$ cat src/rtl/controlador_memoria_dados_if.sv
// Data-side bus between the nRisc core (master) and the data-memory controller (slave).
interface controlador_memoria_dados_if #(
  parameter int unsigned LARG_END = 8
);
  logic [LARG_END-1:0] end_mem_dados;
  logic [7:0]          dado_escrito_mem;
  logic                esc_mem;
  logic                ler_mem;
  logic [7:0]          dado_lido_mem;
  logic                ocupado;
  logic                pronto;

  modport master (
    output end_mem_dados, dado_escrito_mem, esc_mem, ler_mem,
    input  dado_lido_mem, ocupado, pronto
  );

  modport slave (
    input  end_mem_dados, dado_escrito_mem, esc_mem, ler_mem,
    output dado_lido_mem, ocupado, pronto
  );
endinterface

$ cat src/rtl/controlador_memoria_dados.sv
// 2**LARG_END x 8 data memory with a request/ready handshake and LATENCIA-cycle access.
// Optional last-write hit path enabled by CONTROLADOR_MEMORIA_DADOS_ACERTO_EN.
module controlador_memoria_dados #(
  parameter int unsigned LATENCIA = 2,
  parameter int unsigned LARG_END = 8
) (
  input logic                          i_clk,
  input logic                          i_rst_n,
  controlador_memoria_dados_if.slave   io_bus
);

  typedef enum logic [1:0] {StOcioso, StEspera, StConclui} estado_e;

  estado_e             r_estado;
  estado_e             w_prox_estado;
  logic [3:0]          r_cont;
  logic [LARG_END-1:0] r_end;
  logic [7:0]          r_dado;
  logic                r_esc;
  logic                r_ler;
  logic [7:0]          r_dado_lido;
  logic [7:0]          r_mem [2**LARG_END];

  logic                w_req;
  logic                w_aceita;
  logic                w_commit;
  logic                w_acerto;
  logic [7:0]          w_dado_acerto;

  assign w_req = io_bus.esc_mem | io_bus.ler_mem;

`ifdef CONTROLADOR_MEMORIA_DADOS_ACERTO_EN
  logic [LARG_END-1:0] r_ult_end;
  logic [7:0]          r_ult_dado;
  logic                r_ult_valido;

  always_ff @(posedge i_clk or negedge i_rst_n) begin
    if (!i_rst_n) begin
      r_ult_valido <= 1'b0;
      r_ult_end    <= '0;
      r_ult_dado   <= '0;
    end else if (w_commit && r_esc) begin
      r_ult_valido <= 1'b1;
      r_ult_end    <= r_end;
      r_ult_dado   <= r_dado;
    end
  end

  // Only pure reads may bypass; writes and combined requests pay full latency.
  assign w_acerto      = io_bus.ler_mem & ~io_bus.esc_mem & r_ult_valido &
                         (io_bus.end_mem_dados == r_ult_end);
  assign w_dado_acerto = r_ult_dado;
`else
  assign w_acerto      = 1'b0;
  assign w_dado_acerto = 8'h00;
`endif

  always_comb begin
    w_prox_estado = r_estado;
    w_aceita      = 1'b0;
    w_commit      = 1'b0;
    unique case (r_estado)
      StOcioso: begin
        if (w_req) begin
          w_aceita      = 1'b1;
          w_prox_estado = w_acerto ? StConclui : StEspera;
        end
      end
      // LATENCIA=1 still spends one edge here so Pronto always follows edge E0+LATENCIA.
      StEspera: begin
        if (r_cont == 4'd0) begin
          w_commit      = 1'b1;
          w_prox_estado = StConclui;
        end
      end
      StConclui: w_prox_estado = StOcioso;
      default:   w_prox_estado = StOcioso;
    endcase
  end

  always_ff @(posedge i_clk or negedge i_rst_n) begin
    if (!i_rst_n) begin
      r_estado    <= StOcioso;
      r_cont      <= 4'd0;
      r_end       <= '0;
      r_dado      <= 8'h00;
      r_esc       <= 1'b0;
      r_ler       <= 1'b0;
      r_dado_lido <= 8'h00;
    end else begin
      r_estado <= w_prox_estado;
      if (w_aceita) begin
        r_end  <= io_bus.end_mem_dados;
        r_dado <= io_bus.dado_escrito_mem;
        r_esc  <= io_bus.esc_mem;
        r_ler  <= io_bus.ler_mem;
        r_cont <= 4'(LATENCIA - 1);
      end else if (r_estado == StEspera && r_cont != 4'd0) begin
        r_cont <= r_cont - 4'd1;
      end
      if (w_commit && r_ler) begin
        r_dado_lido <= r_esc ? r_dado : r_mem[r_end];
      end else if (w_aceita && w_acerto) begin
        r_dado_lido <= w_dado_acerto;
      end
    end
  end

  // Storage has no reset: contents survive ResetN, and an aborted write never commits.
  always_ff @(posedge i_clk) begin
    if (w_commit && r_esc) begin
      r_mem[r_end] <= r_dado;
    end
  end

  assign io_bus.dado_lido_mem = r_dado_lido;
  assign io_bus.ocupado       = (r_estado == StEspera);
  assign io_bus.pronto        = (r_estado == StConclui);

endmodule

$ cat src/flat_wrapper.sv
// flat-port wrapper written by rule: the top's interface ports become plain ports
module controlador_memoria_dados_flat 
#(
  parameter int unsigned LATENCIA = 2,
  parameter int unsigned LARG_END = 8
)
  (i_clk, i_rst_n, io_bus_end_mem_dados, io_bus_dado_escrito_mem, io_bus_esc_mem, io_bus_ler_mem, io_bus_dado_lido_mem, io_bus_ocupado, io_bus_pronto);
  controlador_memoria_dados_if #(.LARG_END(LARG_END)) io_bus_i ();
  input logic i_clk;
  input logic i_rst_n;
  input wire logic [$bits(io_bus_i.end_mem_dados)-1:0] io_bus_end_mem_dados;
  input wire logic [$bits(io_bus_i.dado_escrito_mem)-1:0] io_bus_dado_escrito_mem;
  input wire logic [$bits(io_bus_i.esc_mem)-1:0] io_bus_esc_mem;
  input wire logic [$bits(io_bus_i.ler_mem)-1:0] io_bus_ler_mem;
  output wire logic [$bits(io_bus_i.dado_lido_mem)-1:0] io_bus_dado_lido_mem;
  output wire logic [$bits(io_bus_i.ocupado)-1:0] io_bus_ocupado;
  output wire logic [$bits(io_bus_i.pronto)-1:0] io_bus_pronto;
  assign io_bus_i.end_mem_dados = io_bus_end_mem_dados;
  assign io_bus_i.dado_escrito_mem = io_bus_dado_escrito_mem;
  assign io_bus_i.esc_mem = io_bus_esc_mem;
  assign io_bus_i.ler_mem = io_bus_ler_mem;
  assign io_bus_dado_lido_mem = io_bus_i.dado_lido_mem;
  assign io_bus_ocupado = io_bus_i.ocupado;
  assign io_bus_pronto = io_bus_i.pronto;
  controlador_memoria_dados #(.LATENCIA(LATENCIA), .LARG_END(LARG_END)) u_core (.i_clk(i_clk), .i_rst_n(i_rst_n), .io_bus(io_bus_i));
endmodule
$ cat config.mk
export PLATFORM = sky130hd
export DESIGN_NAME = controlador_memoria_dados_flat
export DESIGN_NICKNAME = d
export VERILOG_FILES = /design/src/rtl/controlador_memoria_dados_if.sv /design/src/rtl/controlador_memoria_dados.sv /design/src/flat_wrapper.sv
export SDC_FILE = /design/constraint.sdc
export NUM_CORES = 2
export LEC_CHECK = 0
export ABC_CLOCK_PERIOD_IN_PS = 10360
export BUFFER_PORTS_ARGS = -buffer_cell sky130_fd_sc_hd__buf_2
export CORE_MARGIN = 10
export CORE_UTILIZATION = 30
export DETAILED_ROUTE_END_ITERATION = 10
export GPL_TIMING_DRIVEN = 1
export MAX_ROUTING_LAYER = met4
export PLACE_DENSITY = 0.52
export SLEW_MARGIN = 20
export SYNTH_ARGS = -nofsm -noshare
export SYNTH_HDL_FRONTEND = slang
export SYNTH_SLANG_ARGS = --single-unit
$ cat constraint.sdc
create_clock -name i_clk -period 10.36 [get_ports i_clk]
set_input_delay 1.036 -clock i_clk [delete_from_list [all_inputs] [get_ports i_clk]]
set_output_delay 1.036 -clock i_clk [all_outputs]
set_load 0.005 [all_outputs]
==> metrics <==
Lkg Pwr 28.1 nW; Detailed Route WL 242,000 um; commonest non-fill, non-tap cell in the layout edfxtp_1; count of non-filler cells in the finished layout 7,792; Max H-tree Level 4; WP data arrival 6000 ps; Post-Syn Area per Cell 20.6 sq um; PnR worst setup slack 5070 ps; Root Buffer clkbuf_16; vias in the first global route 41,000; endpoints failing setup 0; initial antenna violation count 13; Detailed Route Iter0 Violations 5,217; Post-Syn Area 81,000 sq um; CP top delay family compound AO/OA/AOI/OAI gates; I/O pin cnt 30; starting density of the core 0.302; slowest cell delay on critical path 790 ps; cell area power density 285 nW/um^2; Tot Pwr 0.0263 W; Post-CTS Setup Repair Bufs 0; post-cts resize count 0; RePlAce Congestion 0.851; Hold Fails Final Rpt 0; HP Class input pin to asynchronous set/reset pin; Port Buffers 29; ys async rst share 0.0154; Tightest Pin Transition 1260 ps; first-pass GRT wire length 336,000 um; Tcrit/Tclk final 0.511; detailed-route wire length per cell 31.0 um; min cycle time layout 5290 ps; Slew headroom 0.152; Max Freq 189 MHz; Hold-fix buffers, CTS 0; most frequently used flop master after synthesis edfxtp_1; core region area 268,000 sq um; synthesis-to-finish area growth 13.9%; CP Capture Type flop; synthesis-stage register bit count 2,080; Sink Count 2,080; FP Rows 190; CTS Buffer Depth 3; Startpoint Class flop; run status completed; VDD IR max 0.251 mV; critical path fanouts, max 102; largest net degree at the start of global routing 194; Post-Syn Instances 3,928; DR pass1 iterations 5; die width 539 um; sequential area share after synthesis 0.770; max-cap violation count 0; Vias/cell 5.28; Final Max Tran Viols 0; Final TNS setup 0 ps; remaining global-route overflow 0; Nets 4,075; GRT Overall Usage 0.165; final core area utilization 0.344; Cell Chain, Critical Path buf_4, buf_12, mux4_2, a22o_1, a221oi_1, a31oi_1, or4_1, a41oi_1, a21oi_1; drc violations 0; clk slew on worst S/H paths 60 ps; Yosys Warn Count 0; Clock Skew 36.5 ps; Net Count, Synth 3,949; routed via count 41,100; RSZ-0062 raised after global routing no; Cell variety after synth 78; Final ANT Viol Nets 0; DP Worst Slack 5010 ps; CTS tree built; most frequent cells in the layout edfxtp_1, mux4_2, nor2_1, clkbuf_16, mux2i_1; clk_lat worst skew 860 ps; Post-synth EDFFs 2,048; DIE AREA 291,000 sq um; share of cells above drive strength 1 0.218; Post-Place Cells 7,387; crit path kind flop to flop; slowest CP cell buf_4; Worst Path Required 11,060 ps; clock buffer count from CTS 216; dpl hpwl 148,000 um; WP buf/inv 2; die height 539 um
registers in the layout, indices dropped and copies added (netlist names):
register / cells
u_core.r_dado: 8
u_core.r_mem: 2048
u_core.r_esc: 1
u_core.r_estado: 2
u_core.r_end: 8
u_core.r_ler: 1
u_core.io_bus.dado_lido_mem: 8
u_core.r_cont: 4
through the flow:
step	instance area, sq um	hold WS [ps]
after global routing	92200	348
after floorplan	81000	480
after CTS	92200	336
after global placement	85100	530
after detailed placement	85100	526
final	92200	323
layer usage:
metal	GRT usage	vias to the layer above	routed length [um]
met2	0.253	1803	113000
li1	-	16600	-
met5	-	-	0
met1	0.222	22400	102000
met3	0.0315	367	18300
met4	0.0548	0	8700
final timing paths:
kind                                        startpoint                                          to  slack, ps  cells after the start
min reg2reg                   u_core.r_ler$_DFFE_PN0P_                    u_core.r_ler$_DFFE_PN0P_        540                      1
min in group i_clk          io_bus_dado_escrito_mem[7]                u_core.r_dado[7]$_DFFE_PN0P_        400                      3
max                        u_core.r_end[1]$_DFFE_PN0P_  u_core.io_bus.dado_lido_mem[7]$_DFFE_PN0P_       5070                      9
max reg2reg                u_core.r_end[1]$_DFFE_PN0P_  u_core.io_bus.dado_lido_mem[7]$_DFFE_PN0P_       5070                      9
max in group asynchronous                      i_rst_n                 u_core.r_end[3]$_DFFE_PN0P_       9300                      1
min                                            i_rst_n                u_core.r_dado[7]$_DFFE_PN0P_        320                      1
power by group:
group          internal (W)  switching (W)  leakage (nW)
clock               0.00456        0.00330          3.47
combinational       0.00235        0.00510          5.69
sequential           0.0105       0.000491          18.9
cell families after synthesis:
logic type	count (synthesis)	synth area share
AOI/OAI and AO/OA	392	0.0342
xor gates and xnor gates	3	0.000325
adders and majority gates	1	0.000155
buffers and inverters	242	0.0193
DFF	2080	0.770
muxes	622	0.145
and+or+nand+nor	588	0.0313
Yosys cell counts (4+ instances only):
cell	count	area, sq um
o221ai_1	18	158
a31oi_1	14	87.6
o211ai_1	7	52.6
o22ai_1	68	425
nand4_1	10	62.6
o22a_1	13	114
or3_1	4	25.0
buf_6	29	327
dfrtp_1	32	801
a221oi_1	15	131
or4_1	4	30.0
clkbuf_1	70	263
mux4_2	426	9590
o21ai_0	31	155
nand4b_1	5	43.8
nor3_1	37	185
a211oi_1	14	105
nand2_1	155	582
buf_12	7	140
nor2_1	297	1110
mux2i_1	172	1720
buf_2	68	340
o2111ai_1	11	96.3
edfxtp_1	2048	61500
buf_8	13	195
mux2_2	13	146
inv_1	13	48.8
and2_1	5	31.3
mux4_1	11	289
a21oi_1	64	320
nand3_1	23	115
buf_4	22	165
and3_1	4	25.0
a22o_1	11	96.3
a32oi_1	11	96.3
a22oi_1	80	601
buf_1	16	60.1
nor2b_1	22	138
a41oi_1	9	78.8
nand2b_1	5	31.3
cell type report:
type	instances	area (sq um)
clock buffer	256	5620
clock inverter	142	1520
multi-input combinational	1606	17200
timing repair buffer	135	1080
antenna	6	15.0
sequential	2080	62300
inverter	15	57.6
tap	3552	4440
fill	25000	176000
Power figures use the tool's default switching activity.
